## config.mk

```make
export PLATFORM = sky130hd
export DESIGN_NAME = vga_fb_arbiter_flat
export DESIGN_NICKNAME = d
export VERILOG_FILES = /design/src/rtl/vga_fb_arbiter_pkg.sv /design/src/rtl/vga_fb_arbiter_if.sv /design/src/rtl/vga_fb_arbiter_wfifo.sv /design/src/rtl/vga_fb_arbiter.sv /design/src/flat_wrapper.sv
export SDC_FILE = /design/constraint.sdc
export NUM_CORES = 1
export LEC_CHECK = 0
export ABC_CLOCK_PERIOD_IN_PS = 5700
export CORE_MARGIN = 1
export CORE_UTILIZATION = 45
export CTS_CLUSTER_SIZE = 20
export DETAILED_ROUTE_END_ITERATION = 7
export PLACE_DENSITY = 0.7
export SLEW_MARGIN = 20
export SYNTH_ARGS = -nofsm -noshare
export SYNTH_HDL_FRONTEND = slang
export SYNTH_HIERARCHICAL = 1
export SYNTH_SLANG_ARGS = --single-unit
```

## constraint.sdc

```tcl
create_clock -name clk -period 5.7 [get_ports clk]
set_input_delay 1.14 -clock clk [delete_from_list [all_inputs] [get_ports clk]]
set_output_delay 1.14 -clock clk [all_outputs]
set_load 0.01 [all_outputs]
```

## src/rtl/vga_fb_arbiter_pkg.sv

```systemverilog
// vga_fb_arbiter_pkg
//   Shared constants and types for the frame-buffer arbiter: display geometry,
//   pixel and address widths, write-FIFO sizing, the drain FSM state type and
//   the {addr,data} payload carried by the write FIFO.
package vga_fb_arbiter_pkg;

  localparam int H_ACTIVE    = 640;
  localparam int V_ACTIVE    = 480;
  localparam int PIX_W       = 24;
  localparam int FB_ADDR_W   = 19;
  localparam int WFIFO_DEPTH = 4;

  localparam int FB_WORDS = H_ACTIVE * V_ACTIVE;
  localparam int WF_PTR_W = $clog2(WFIFO_DEPTH);
  localparam int WF_CNT_W = WF_PTR_W + 1;

  typedef enum logic [1:0] {
    RUN,
    DRAIN,
    DONE
  } fb_state_t;

  typedef struct packed {
    logic [FB_ADDR_W-1:0] addr;
    logic [PIX_W-1:0]     data;
  } wfifo_entry_t;

  // True when a word address lies inside the visible frame.
  function automatic logic addr_in_frame(input logic [FB_ADDR_W-1:0] addr);
    return addr < FB_ADDR_W'(FB_WORDS);
  endfunction

endpackage

```

## src/rtl/vga_fb_arbiter_if.sv

```systemverilog
// vga_fb_arbiter_if
//   Bundles the display read port, producer write port, drain handshake and
//   the frame-buffer RAM port of the arbiter.
//   slave  : the arbiter's view (takes requests, drives the RAM)
//   master : the environment's view (requesters and the RAM)
interface vga_fb_arbiter_if;
  import vga_fb_arbiter_pkg::*;

  logic                 disp_req;
  logic [FB_ADDR_W-1:0] disp_addr;
  logic                 disp_rvalid;
  logic [PIX_W-1:0]     disp_data;

  logic                 wr_valid;
  logic                 wr_ready;
  logic [FB_ADDR_W-1:0] wr_addr;
  logic [PIX_W-1:0]     wr_data;

  logic                 drain_req;
  logic                 drain_done;
  logic                 oob_err;

  logic                 mem_en;
  logic                 mem_we;
  logic [FB_ADDR_W-1:0] mem_addr;
  logic [PIX_W-1:0]     mem_wdata;
  logic [PIX_W-1:0]     mem_rdata;

  modport slave (
    input  disp_req, disp_addr, wr_valid, wr_addr, wr_data, drain_req, mem_rdata,
    output disp_rvalid, disp_data, wr_ready, drain_done, oob_err,
    output mem_en, mem_we, mem_addr, mem_wdata
  );

  modport master (
    output disp_req, disp_addr, wr_valid, wr_addr, wr_data, drain_req, mem_rdata,
    input  disp_rvalid, disp_data, wr_ready, drain_done, oob_err,
    input  mem_en, mem_we, mem_addr, mem_wdata
  );

endinterface

```

## src/rtl/vga_fb_arbiter_wfifo.sv

```systemverilog
// vga_fb_arbiter_wfifo
//   Small synchronous FIFO holding pending pixel writes ({addr,data}).
//   Ports: clk, rst_n (async active-low), push/push_entry, pop, head (entry at
//   the read pointer), full, empty, count (occupancy 0..WFIFO_DEPTH).
//   Push while full and pop while empty are ignored. Push and pop in the same
//   cycle leave the count unchanged.
module vga_fb_arbiter_wfifo
  import vga_fb_arbiter_pkg::*;
(
  input  logic                clk,
  input  logic                rst_n,
  input  logic                push,
  input  wfifo_entry_t        push_entry,
  input  logic                pop,
  output wfifo_entry_t        head,
  output logic                full,
  output logic                empty,
  output logic [WF_CNT_W-1:0] count
);

  wfifo_entry_t        storage_q [WFIFO_DEPTH];
  logic [WF_PTR_W-1:0] wr_ptr_q, wr_ptr_d;
  logic [WF_PTR_W-1:0] rd_ptr_q, rd_ptr_d;
  logic [WF_CNT_W-1:0] count_q, count_d;
  logic                do_push, do_pop;

  assign full  = (count_q == WF_CNT_W'(WFIFO_DEPTH));
  assign empty = (count_q == '0);
  assign count = count_q;
  assign head  = storage_q[rd_ptr_q];

  // Pointers wrap naturally because the depth is a power of two.
  always_comb begin
    do_push  = push && !full;
    do_pop   = pop && !empty;
    wr_ptr_d = wr_ptr_q;
    rd_ptr_d = rd_ptr_q;
    count_d  = count_q;
    if (do_push) wr_ptr_d = wr_ptr_q + WF_PTR_W'(1);
    if (do_pop)  rd_ptr_d = rd_ptr_q + WF_PTR_W'(1);
    if (do_push && !do_pop)      count_d = count_q + WF_CNT_W'(1);
    else if (!do_push && do_pop) count_d = count_q - WF_CNT_W'(1);
  end

  always_ff @(posedge clk or negedge rst_n) begin
    if (!rst_n) begin
      wr_ptr_q <= '0;
      rd_ptr_q <= '0;
      count_q  <= '0;
    end else begin
      wr_ptr_q <= wr_ptr_d;
      rd_ptr_q <= rd_ptr_d;
      count_q  <= count_d;
    end
  end

  // Payload storage needs no reset; occupancy is tracked by the pointers.
  always_ff @(posedge clk) begin
    if (do_push) storage_q[wr_ptr_q] <= push_entry;
  end

endmodule

```

## src/rtl/vga_fb_arbiter.sv

```systemverilog
// vga_fb_arbiter
//   Shares a single-port, 1-cycle-read frame-buffer RAM between VGA scan-out
//   reads and producer pixel writes. Display reads always win; writes wait in
//   a small FIFO and retire in cycles without a display read.
//   Ports: clk (pixel clock), rst_n (async active-low), bus (slave modport:
//   display read port, write port, drain handshake, oob_err, RAM port).
//   Read latency is fixed at two cycles: request sampled at edge k, RAM
//   command in cycle k+1, disp_rvalid/disp_data in cycle k+2.
module vga_fb_arbiter
  import vga_fb_arbiter_pkg::*;
(
  input logic             clk,
  input logic             rst_n,
  vga_fb_arbiter_if.slave bus
);

  fb_state_t            state_q, state_d;
  logic                 mem_en_q, mem_en_d;
  logic                 mem_we_q, mem_we_d;
  logic [FB_ADDR_W-1:0] mem_addr_q, mem_addr_d;
  logic [PIX_W-1:0]     mem_wdata_q, mem_wdata_d;
  logic                 disp_rvalid_q, disp_rvalid_d;
  logic                 oob_err_q, oob_err_d;

  logic                 wr_ready;
  logic                 wr_accept;
  logic                 fifo_push, fifo_pop;
  logic                 fifo_full, fifo_empty;
  logic [WF_CNT_W-1:0]  fifo_count;
  wfifo_entry_t         fifo_in, fifo_head;

  assign wr_ready  = !fifo_full && (state_q == RUN);
  assign wr_accept = bus.wr_valid && wr_ready;
  // Out-of-frame writes complete the handshake but are never queued.
  assign fifo_push = wr_accept && addr_in_frame(bus.wr_addr);
  assign fifo_in   = '{addr: bus.wr_addr, data: bus.wr_data};

  vga_fb_arbiter_wfifo u_wfifo (
    .clk        (clk),
    .rst_n      (rst_n),
    .push       (fifo_push),
    .push_entry (fifo_in),
    .pop        (fifo_pop),
    .head       (fifo_head),
    .full       (fifo_full),
    .empty      (fifo_empty),
    .count      (fifo_count)
  );

  // RAM command for next cycle. The pop only sees entries pushed at earlier
  // edges, so a fresh write cannot bypass the FIFO. Address and write data
  // hold their last value while the RAM is idle.
  always_comb begin
    mem_en_d    = 1'b0;
    mem_we_d    = 1'b0;
    mem_addr_d  = mem_addr_q;
    mem_wdata_d = mem_wdata_q;
    fifo_pop    = 1'b0;
    if (bus.disp_req) begin
      mem_en_d   = 1'b1;
      mem_addr_d = bus.disp_addr;
    end else if (!fifo_empty) begin
      fifo_pop    = 1'b1;
      mem_en_d    = 1'b1;
      mem_we_d    = 1'b1;
      mem_addr_d  = fifo_head.addr;
      mem_wdata_d = fifo_head.data;
    end
  end

  // Read data arrives the cycle after a read command is on the RAM port.
  always_comb begin
    disp_rvalid_d = mem_en_q && !mem_we_q;
    oob_err_d     = oob_err_q || (wr_accept && !addr_in_frame(bus.wr_addr));
  end

  // Drain completes once the FIFO is empty: by then the last popped write is
  // already on the RAM port, so DONE follows it by one cycle.
  always_comb begin
    state_d = state_q;
    unique case (state_q)
      RUN:     if (bus.drain_req) state_d = DRAIN;
      DRAIN:   if (fifo_count == '0) state_d = DONE;
      DONE:    state_d = RUN;
      default: state_d = RUN;
    endcase
  end

  always_ff @(posedge clk or negedge rst_n) begin
    if (!rst_n) begin
      state_q       <= RUN;
      mem_en_q      <= 1'b0;
      mem_we_q      <= 1'b0;
      mem_addr_q    <= '0;
      mem_wdata_q   <= '0;
      disp_rvalid_q <= 1'b0;
      oob_err_q     <= 1'b0;
    end else begin
      state_q       <= state_d;
      mem_en_q      <= mem_en_d;
      mem_we_q      <= mem_we_d;
      mem_addr_q    <= mem_addr_d;
      mem_wdata_q   <= mem_wdata_d;
      disp_rvalid_q <= disp_rvalid_d;
      oob_err_q     <= oob_err_d;
    end
  end

  assign bus.wr_ready    = wr_ready;
  assign bus.mem_en      = mem_en_q;
  assign bus.mem_we      = mem_we_q;
  assign bus.mem_addr    = mem_addr_q;
  assign bus.mem_wdata   = mem_wdata_q;
  assign bus.disp_rvalid = disp_rvalid_q;
  assign bus.disp_data   = bus.mem_rdata;
  assign bus.oob_err     = oob_err_q;
  assign bus.drain_done  = (state_q == DONE);

endmodule
```

## src/flat_wrapper.sv

```systemverilog
// flat-port wrapper written by rule: the top's interface ports become plain ports
module vga_fb_arbiter_flat import vga_fb_arbiter_pkg::*;
  (clk, rst_n, bus_disp_req, bus_disp_addr, bus_wr_valid, bus_wr_addr, bus_wr_data, bus_drain_req, bus_mem_rdata, bus_disp_rvalid, bus_disp_data, bus_wr_ready, bus_drain_done, bus_oob_err, bus_mem_en, bus_mem_we, bus_mem_addr, bus_mem_wdata);
  vga_fb_arbiter_if bus_i ();
  input logic clk;
  input logic rst_n;
  input wire logic [$bits(bus_i.disp_req)-1:0] bus_disp_req;
  input wire logic [$bits(bus_i.disp_addr)-1:0] bus_disp_addr;
  input wire logic [$bits(bus_i.wr_valid)-1:0] bus_wr_valid;
  input wire logic [$bits(bus_i.wr_addr)-1:0] bus_wr_addr;
  input wire logic [$bits(bus_i.wr_data)-1:0] bus_wr_data;
  input wire logic [$bits(bus_i.drain_req)-1:0] bus_drain_req;
  input wire logic [$bits(bus_i.mem_rdata)-1:0] bus_mem_rdata;
  output wire logic [$bits(bus_i.disp_rvalid)-1:0] bus_disp_rvalid;
  output wire logic [$bits(bus_i.disp_data)-1:0] bus_disp_data;
  output wire logic [$bits(bus_i.wr_ready)-1:0] bus_wr_ready;
  output wire logic [$bits(bus_i.drain_done)-1:0] bus_drain_done;
  output wire logic [$bits(bus_i.oob_err)-1:0] bus_oob_err;
  output wire logic [$bits(bus_i.mem_en)-1:0] bus_mem_en;
  output wire logic [$bits(bus_i.mem_we)-1:0] bus_mem_we;
  output wire logic [$bits(bus_i.mem_addr)-1:0] bus_mem_addr;
  output wire logic [$bits(bus_i.mem_wdata)-1:0] bus_mem_wdata;
  assign bus_i.disp_req = bus_disp_req;
  assign bus_i.disp_addr = bus_disp_addr;
  assign bus_i.wr_valid = bus_wr_valid;
  assign bus_i.wr_addr = bus_wr_addr;
  assign bus_i.wr_data = bus_wr_data;
  assign bus_i.drain_req = bus_drain_req;
  assign bus_i.mem_rdata = bus_mem_rdata;
  assign bus_disp_rvalid = bus_i.disp_rvalid;
  assign bus_disp_data = bus_i.disp_data;
  assign bus_wr_ready = bus_i.wr_ready;
  assign bus_drain_done = bus_i.drain_done;
  assign bus_oob_err = bus_i.oob_err;
  assign bus_mem_en = bus_i.mem_en;
  assign bus_mem_we = bus_i.mem_we;
  assign bus_mem_addr = bus_i.mem_addr;
  assign bus_mem_wdata = bus_i.mem_wdata;
  vga_fb_arbiter u_core (.clk(clk), .rst_n(rst_n), .bus(bus_i));
endmodule
```

==> impl_metrics.tcl, run 1 <==
set metrics [dict create \
    path_max_fanout 7 \
    grt_max_degree 57 \
    mappedNetlistNets 537 \
    post-route-min-period_ns 3.39 \
    grt_util_all_layers_pct 16.4 \
    vias_per_cell 5.08 \
    rsz0062_at_grt "false" \
    drt_pass1_iterations 4 \
    hold_viol 0 \
    rr_worst_depth 11 \
    fin_skew_ns 0.0113 \
    insertion_delay_ns 0.51 \
    drt_wl_total_microns 15900 \
    grt_overflow 0 \
    synth.largest_area_cell "edfxtp_1" \
    net-switching-power_uw 1320 \
    async_flop_share_pct 24.6 \
    p_per_area_mw_per_mm2 474 \
    p_leak_uw 0.00380 \
    synth-adder-area-share_pct 0.921 \
    place.gp.congestion 0.721 \
    cts_htree_levels 1 \
    portBuffers 115 \
    grt_pass1_wl_microns 25300 \
    yosys_most_used_dff "edfxtp_1" \
    core-area_sq_mm 0.0195 \
    pwr-share-comb_pct 24.5 \
    grt_pass1_vias 4558 \
    p_seq_share_pct 44.7 \
    final_max_slew_viol_count 0 \
    postCtsHoldBufs 0 \
    synthMuxAreaShare_pct 17.2 \
    layout-drive-gt1-share_pct 20.1 \
    synth_enable_flop_cells 172 \
    antenna_cells 0 \
    final_nets 636 \
    p_clk_share_pct 30.8 \
    critical_path.startpoint "bus_wr_addr[16]" \
    use_met2_pct 27.0 \
    status "completed" \
    cts_tree "done" \
    p_sw_share_pct 25.6 \
    initial_core_util_pct 45.9 \
    setup_viol 0 \
    grt.busiest_layer "met2" \
    power.total_uw 5170 \
    first_iter_violations 268 \
    p_int_uw 3850 \
    synth.top_cells.by_count "edfxtp_1 (172), dfrtp_1 (56), mux4_2 (38), buf_4 (26), nand2_1 (22)" \
    ir_drop_mv 0.318 \
    syn_area_per_cell_sq_um 20.4 \
    crit_path_start_kind "input pin" \
    synth_compound_area_share_pct 1.41 \
    cts_buffer_depth 3 \
    fillCellCount 1488 \
    min_from "u_core/bus.mem_we" \
    drc 0 \
    vias 4174 \
    die-area_sq_mm 0.0205 \
    criticalPathCategory "input pin to register" \
    die_x_microns 143 \
    synth_area_sq_mm 0.00897 \
    clkTransAtPathRegs_ns 0.06 \
    postCtsSetupRepairBufs 0 \
    ys_seq_elements 228 \
    required_ns 6.13 \
    io-pin-count 164 \
    synthXorXnorAreaFrac_pct 0.586 \
    synth-simple-area-share_pct 2.20 \
    max_cap_violations 0 \
    die_y_microns 143 \
    hold_path_depth 1 \
    ant_nets 0 \
    routedWlPerCell_microns 19.4 \
    hpwl_microns 9630 \
    clkSinkCount 228 \
    synth_most_common_cell "edfxtp_1" \
    tns_ns 0 \
    max_clock_freq_ghz 0.295 \
    worst_ep_arrival_time_ns 3.81 \
    reg2reg_from "u_core/u_wfifo/count[0]" \
    fin_crit_sh_pct 59.4 \
    ys_warn_count 6 \
    rows 51 \
    antenna_found_initial 0 \
    critPathCaptureType "register" \
    seq_area_frac_synth_pct 73.2 \
    synthToLayoutAreaGrowth_pct 21.7 \
    tightestPinTransition_ns 1.08 \
    synth.distinct_cells 33 \
    maxSlewHeadroom_pct 27.7 \
    grt_use_met1_pct 22.6 \
    synth_top_area_share_pct 57.6 \
    cts-resized-gates 0 \
    synth_top_family_by_area "multiplexers" \
    synth.top_cells.by_area "edfxtp_1 (58%), dfrtp_1 (16%), mux4_2 (9.5%)" \
    use_met3_pct 2.98 \
    r2r_slack_ns 2.63 \
    min_path_type "register to register" \
    numCtsBuffers 24 \
    clock-root-buffer "clkbuf_16" \
    synth_cells 440 \
]
-- layout by cell type, fill, tap and decap left out, types with 2 or more instances in the layout --
cell	instances
inv_1	3
dfrtp_1	54
nor2_1	3
edfxtp_1	172
mux2_4	20
nor3_1	2
clkbuf_16	25
o21ai_0	21
clkinv_1	3
clkinv_2	4
mux2_2	6
and2_4	4
nand2_1	22
xnor2_1	4
xor2_1	2
buf_4	3
nor2b_1	3
clkbuf_1	6
mux4_2	38
mux2i_1	19
bufinv_16	4
mux4_1	5
clkdlybuf4s50_1	114
ha_1	5
-- cell families after synthesis --
logic type               count (synthesis)
AO/OA/AOI/OAI                           24
XOR/XNOR                                 6
adder cells (fa/ha/maj)                  6
buffers and inverters                   48
flip-flops                             228
multiplexers                            88
AND/OR/NAND/NOR                         40
-- area by class of cell --
| type | count | area (sq um) | share of cell area, % |
|---|---|---|---|
| Clock inverter | 12 | 159 | 1.46 |
| Timing Repair Buffer | 117 | 1160 | 10.7 |
| Sequential cell | 228 | 6570 | 60.2 |
| Inverter | 4 | 15.0 | 0.138 |
| Multi-Input combinational cell | 164 | 2010 | 18.5 |
| Tap cell | 265 | 332 | 3.04 |
| Clock buffer | 32 | 662 | 6.06 |
-- registers in the layout, indices dropped and copies added, names as in the netlist --
name / flops
u_core/bus.disp_rvalid: 1
u_core/bus.mem_addr: 19
u_core/bus.mem_en: 1
u_core/bus.mem_wdata: 24
u_core/bus.mem_we: 1
u_core/bus.oob_err: 1
u_core/state_q: 2
u_core/u_wfifo/count: 3
u_core/u_wfifo/rd_ptr_q: 2
u_core/u_wfifo/storage_q: 172
u_core/u_wfifo/wr_ptr_q: 2
-- power groups by stage --
stage / registers [uW] / logic, uW / clock network, uW
detailed placement: 2360 / 1280 / 0
CTS: 2330 / 1290 / 1620
floorplan: 2240 / 949 / 0
global route: 2370 / 1360 / 1690
finish: 2310 / 1270 / 1590
global placement: 2350 / 1250 / 0
-- worst paths after layout --
path                                               to
max                           u_core/u_wfifo/count[2]
min                            u_core/bus.disp_rvalid
max reg2reg                   u_core/u_wfifo/count[2]
min reg2reg                    u_core/bus.disp_rvalid
max in group asynchronous  u_core/u_wfifo/rd_ptr_q[0]
min in group asynchronous          u_core/bus.oob_err
-- critical path, cell delays in order --
cell	delay, ns
clkdlybuf4s50_1	0.48
o21ai_0	0.22
o21ai_0	0.15
nor2_1	0.10
nor2b_1	0.54
ha_1	0.30
inv_1	0.07
fa_1	0.38
xor2_1	0.16
nor2_1	0.11
xor2_1	0.15
-- metrics by stage --
| stage | hold slack (ns) | instances | worst slack, ns | util (%) | area, sq um |
|---|---|---|---|---|---|
| after floorplan | 0.434 | 440 | 2.51 | - | 8970 |
| after global placement | 0.424 | 778 | 1.77 | 51.7 | 10100 |
| after detailed placement | 0.425 | 778 | 1.83 | 51.7 | 10100 |
| after CTS | 0.433 | 822 | 2.24 | 55.9 | 10900 |
| after global routing | 0.453 | 822 | 2.05 | 55.9 | 10900 |
| final | 0.431 | 822 | 2.31 | 55.9 | 10900 |
-- per-layer routing --
layer / up-vias / wire, microns
met5: - / 0
met4: 0 / 402
met3: 47 / 796
met2: 109 / 7800
met1: 2125 / 6950
li1: 1893 / -
Power figures use the tool's default switching activity.
==> inputs of run 2 (changes only) <==
--- a/config.mk
+++ b/config.mk
@@ -5,12 +5,12 @@
 export SDC_FILE = /design/constraint.sdc
 export NUM_CORES = 1
 export LEC_CHECK = 0
-export ABC_CLOCK_PERIOD_IN_PS = 5700
+export ABC_CLOCK_PERIOD_IN_PS = 3000
 export CORE_MARGIN = 1
 export CORE_UTILIZATION = 45
 export CTS_CLUSTER_SIZE = 20
 export DETAILED_ROUTE_END_ITERATION = 7
-export PLACE_DENSITY = 0.7
+export PLACE_DENSITY = 0.73
 export SLEW_MARGIN = 20
 export SYNTH_ARGS = -nofsm -noshare
 export SYNTH_HDL_FRONTEND = slang
==> constraint.sdc (replaced) <==
create_clock -name clk -period 3 [get_ports clk]
set_input_delay 0.6 -clock clk [delete_from_list [all_inputs] [get_ports clk]]
set_output_delay 0.6 -clock clk [all_outputs]
set_load 0.01 [all_outputs]
==> impl_metrics.tcl, run 2 (synthesis results as in run 1) <==
set metrics [dict create \
    status "completed" \
    top_register "u_core/u_wfifo/storage_q" \
    critPathTopFamily "adder cells" \
    grt_pass1_wl_microns 25700 \
    fin_cells 833 \
    postCtsHoldBufs 0 \
    grt_util_all_layers_pct 16.9 \
    pre_cts_slack_ns -0.0585 \
    portBuffers 115 \
    crit_slowest_cell "clkdlybuf4s50_1" \
    initial_core_util_pct 45.9 \
    critPathCaptureType "register" \
    worst_ep_arrival_time_ns 3.05 \
    postCtsSetupRepairBufs 0 \
    required_ns 3.42 \
    post-route-min-period_ns 2.64 \
    rows 51 \
    clkSinkCount 228 \
    core-area_sq_mm 0.0195 \
    setup_viol 0 \
    insertion_delay_ns 0.49 \
    crit_path_start_kind "input pin" \
    die_y_microns 143 \
    drt_wl_total_microns 16600 \
    antenna_found_initial 0 \
    tightestPinTransition_ns 0.776 \
    cts_htree_levels 1 \
    p_per_area_mw_per_mm2 863 \
    fin_skew_ns 0.00662 \
    cts-resized-gates 0 \
    cpPeakStageDelay_ns 0.50 \
    cts_buffer_depth 3 \
    synthToLayoutAreaGrowth_pct 21.7 \
    max_clock_freq_ghz 0.379 \
    ir_drop_mv 0.524 \
    max_cap_violations 0 \
    final_max_slew_viol_count 0 \
    fin_crit_sh_pct 88.0 \
    maxSlewHeadroom_pct 48.3 \
    numCtsBuffers 23 \
    final_common_cell "edfxtp_1" \
    power.total_uw 9420 \
    grt_pass1_vias 4542 \
    vias_per_cell 5.05 \
    grt_overflow 0 \
    p_leak_uw 0.00382 \
    critical_path.cell_chain "clkdlybuf4s50_1, o21ai_0, o21ai_0, nor2_1, nor2b_1, ha_1, inv_1, fa_1, xor2_1, nor2_1, xor2_1" \
    hpwl_microns 10600 \
    dpl.cell_count 793 \
    path_buf_inv 2 \
    vias 4205 \
    grt_max_degree 57 \
    place.gp.congestion 0.728 \
    layout_common_cells "edfxtp_1 (172), clkdlybuf4s50_1 (114), dfrtp_1 (54)" \
    fin_ws_ns 0.361 \
    die_x_microns 143 \
    layout-drive-gt1-share_pct 21.0 \
    path_max_fanout 5 \
    die-area_sq_mm 0.0205 \
    drt_pass1_iterations 4 \
    routedWlPerCell_microns 19.9 \
    largest_reg_flops 172 \
    first_iter_violations 156 \
    rsz0062_at_grt "false" \
    clock-root-buffer "clkbuf_16" \
    io-pin-count 164 \
    drc 0 \
    ant_nets 0 \
    final_nets 650 \
    cts_tree "done" \
    hold_viol 0 \
    fillCellCount 1542 \
    criticalPathCategory "input pin to register" \
    min_path_type "input pin to async pin" \
    antenna_cells 0 \
    clkTransAtPathRegs_ns 0.06 \
]
-- run 2: cell types whose count changed in the layout (fill, tap and decap cells not counted), moves of 2 or more --
| cell | change |
|---|---|
| clkbuf_16 | -2 |
| bufinv_16 | -4 |
| clkbuf_1 | +5 |
| and2_4 | -4 |
| and2_2 | +4 |
| buf_12 | +4 |
| clkinv_1 | -2 |
| buf_4 | +11 |
-- run 2: area by class of cell --
cell class | count | area [sq um] | share of cell area [%]
timing repair buffer | 132 | 1330 | 12.1
inverter | 4 | 15.0 | 0.138
clock inverter | 4 | 18.8 | 0.172
sequential | 228 | 6570 | 60.2
multi-input combinational | 164 | 2010 | 18.4
clock buffer | 36 | 644 | 5.90
tap | 265 | 332 | 3.04
-- run 2: worst reg2reg max path, cell delays in order, from the launching register on --
cell	delay, ns
dfrtp_1	0.41
nor3b_2	0.18
nor3_1	0.33
nand2_1	0.09
nor2_1	0.12
nor2b_1	0.22
ha_1	0.24
inv_1	0.07
fa_1	0.40
xor2_1	0.16
nor2_1	0.14
xor2_1	0.16
-- run 2: path summary, 6_finish.rpt --
check / start / to / cells after the start / slack (ns)
setup / recovery: bus_wr_addr[17] / u_core/u_wfifo/count[2] / 11 / 0.36
hold / removal: rst_n / u_core/bus.oob_err / 1 / 0.19
setup reg to reg: u_core/u_wfifo/count[2] / u_core/u_wfifo/count[2] / 11 / 0.40
hold reg to reg: u_core/bus.mem_we / u_core/bus.disp_rvalid / 1 / 0.48
max in group asynchronous: rst_n / u_core/u_wfifo/rd_ptr_q[0] / 1 / 2.23
min in group clk: u_core/bus.mem_we / u_core/bus.disp_rvalid / 1 / 0.48
-- run 2: per-stage QoR --
step,utilization [%],cell area (sq um),hold slack (ns),setup TNS (ns)
floorplan,-,8970,0.304,0
global placement,52.5,10300,0.452,0
detailed placement,52.5,10300,0.469,-0.0585
CTS,55.9,10900,0.225,0
global route,55.9,10900,0.239,0
finish,55.9,10900,0.192,0
-- run 2: where the power goes --
group          switching [uW]  leakage [uW]  total, uW  internal, uW
clock network            1060      0.000324       2530          1470
logic                     984       0.00129       2600          1610
registers                 427       0.00220       4290          3860
-- run 2: per-layer routing --
| metal | share of wire, % | track usage, % | up-vias |
|---|---|---|---|
| li1 | - | - | 1915 |
| met1 | 42 | 21.9 | 2150 |
| met2 | 51 | 29.2 | 103 |
| met3 | 4.8 | 3.12 | 37 |
| met4 | 1.9 | 4.19 | 0 |
| met5 | 0 | 0 | - |
==> inputs of run 3 (changes only) <==
--- a/config.mk
+++ b/config.mk
@@ -5,12 +5,13 @@
 export SDC_FILE = /design/constraint.sdc
 export NUM_CORES = 1
 export LEC_CHECK = 0
-export ABC_CLOCK_PERIOD_IN_PS = 3000
+export ABC_CLOCK_PERIOD_IN_PS = 2600
 export CORE_MARGIN = 1
 export CORE_UTILIZATION = 45
 export CTS_CLUSTER_SIZE = 20
 export DETAILED_ROUTE_END_ITERATION = 7
-export PLACE_DENSITY = 0.73
+export GPL_ROUTABILITY_DRIVEN = 0
+export PLACE_DENSITY = 0.7
 export SLEW_MARGIN = 20
 export SYNTH_ARGS = -nofsm -noshare
 export SYNTH_HDL_FRONTEND = slang
==> constraint.sdc (replaced) <==
create_clock -name clk -period 2.6 [get_ports clk]
set_input_delay 0.52 -clock clk [delete_from_list [all_inputs] [get_ports clk]]
set_output_delay 0.52 -clock clk [all_outputs]
set_load 0.01 [all_outputs]
==> impl_metrics.tcl, run 3 (synthesis results as in run 1) <==
set metrics [dict create \
    status "completed" \
    hpwl_microns 10400 \
    p_per_area_mw_per_mm2 990 \
    die_x_microns 143 \
    portBuffers 115 \
    grt_util_all_layers_pct 17.0 \
    cts_tree "done" \
    worst_ep_arrival_time_ns 1.85 \
    path_max_fanout 4 \
    rsz0062_at_grt "false" \
    final_common_cell "edfxtp_1" \
    first_iter_violations 298 \
    critical_path.cell_chain "nor3b_2, nor3_2, clkdlybuf4s50_1" \
    crit_slowest_cell "clkdlybuf4s50_1" \
    maxSlewHeadroom_pct 52.6 \
    grt_pass1_vias 4743 \
    postCtsSetupRepairBufs 0 \
    fin_skew_ns 0.00622 \
    die-area_sq_mm 0.0205 \
    top_register "u_core/u_wfifo/storage_q" \
    power.total_uw 11000 \
    ant_nets 0 \
    p_leak_uw 0.00390 \
    core-area_sq_mm 0.0195 \
    antenna_found_initial 0 \
    p_sw_share_pct 26.3 \
    dr_wl_met2_microns 7770 \
    drt_wl_total_microns 16300 \
    net-switching-power_uw 2890 \
    clock-root-buffer "clkbuf_16" \
    cts_buffer_depth 3 \
    largest_reg_flops 172 \
    criticalPathCategory "register to output pin" \
    multi_input_comb_area_sq_mm 0.00201 \
    r2r_slack_ns 0.28 \
    io-pin-count 164 \
    grt_max_degree 40 \
    rows 51 \
    max_cap_violations 0 \
    hold_viol 0 \
    regArea_sq_mm 0.00657 \
    clkSinkCount 228 \
    grt_pass1_wl_microns 26100 \
    numCtsBuffers 23 \
    wl_met3_microns 965 \
    setup_viol 0 \
    m1WireLength_microns 7100 \
    max_clock_freq_ghz 0.422 \
    post-route-min-period_ns 2.37 \
    top_layer "met4" \
    ir_drop_mv 0.599 \
    cts_htree_levels 1 \
    grt_overflow 0 \
    min_path_type "input pin to async pin" \
    required_ns 2.08 \
    vias_per_cell 5.05 \
    fin_crit_sh_pct 91.1 \
    drc 0 \
    p_int_uw 8080 \
    drt_pass1_iterations 4 \
    critPathCaptureType "output pin" \
    p_clk_share_pct 27.2 \
    initial_core_util_pct 45.9 \
    die_y_microns 143 \
    routedWlPerCell_microns 19.4 \
    fillCellCount 1494 \
    final_nets 659 \
    clkTransAtPathRegs_ns 0.06 \
    cpPeakStageDelay_ns 0.58 \
    p_seq_share_pct 44.3 \
    final_max_slew_viol_count 0 \
    antenna_cells 0 \
    insertion_delay_ns 0.49 \
    pwr-share-comb_pct 28.5 \
    layout-drive-gt1-share_pct 23.3 \
    tightestPinTransition_ns 0.710 \
    vias 4259 \
    layout_common_cells "edfxtp_1 (172), clkdlybuf4s50_1 (114), dfrtp_1 (54)" \
    final_util_pct 56.8 \
    synthToLayoutAreaGrowth_pct 23.5 \
    crit_path_start_kind "register" \
]
## run 3: area by class of cell
| cell class | count | area share [%] |
|---|---|---|
| flip-flops and latches | 228 | 59.3 |
| multi-input cells | 164 | 18.2 |
| repair buffers | 141 | 13.1 |
| clock buffers | 32 | 5.77 |
| well taps | 265 | 2.99 |
| clock inverters | 10 | 0.519 |
| inverters | 4 | 0.135 |
## run 3: final timing paths
path                                          from                      end  cells past startpoint
setup / recovery           u_core/u_wfifo/count[2]             bus_wr_ready                      3
hold / removal                               rst_n  u_core/bus.mem_addr[14]                      1
setup reg to reg           u_core/u_wfifo/count[2]  u_core/u_wfifo/count[2]                     11
hold reg to reg                 u_core/bus.oob_err       u_core/bus.oob_err                      1
max in group asynchronous                    rst_n  u_core/bus.mem_addr[12]                      2
min in group clk                u_core/bus.oob_err       u_core/bus.oob_err                      1
## run 3: power groups by stage
stage | logic, uW | registers, uW | clock network (uW)
after global placement | 3100 | 4920 | 0
after detailed placement | 3160 | 4940 | 0
after floorplan | 2080 | 4900 | 0
after global routing | 3390 | 4950 | 3220
after CTS | 3190 | 4880 | 3070
final | 3120 | 4860 | 2990
## run 3: repair_timing
item	in CTS	in global routing
setup endpoints to repair	0	2
hold buffers	0	0
resized for setup	0	1
## run 3: per-stage QoR
step	hold WS (ns)	area, sq um	setup slack [ns]	std cells	setup TNS [ns]
floorplan	0.224	8980	0.182	440	0
global placement	0.451	10400	-0.135	802	-0.221
detailed placement	0.459	10400	-0.210	802	-0.307
CTS	0.0802	11100	0.0741	844	0
global route	0.106	11100	0.0474	844	0
finish	0.0770	11100	0.230	844	0
## run 3: worst max-delay path, delay by kind of cell, from the launching register on
family | cells | cell delay (ns)
buf+inv | 1 | 0.58
flops | 1 | 0.42
simple gates | 2 | 0.36
## run 3: routing by layer
layer / track usage [%] / vias to the layer above
li1: - / 1935
met1: 23.2 / 2165
met2: 27.1 / 109
met3: 3.32 / 50
met4: 6.56 / 0
met5: 0 / -
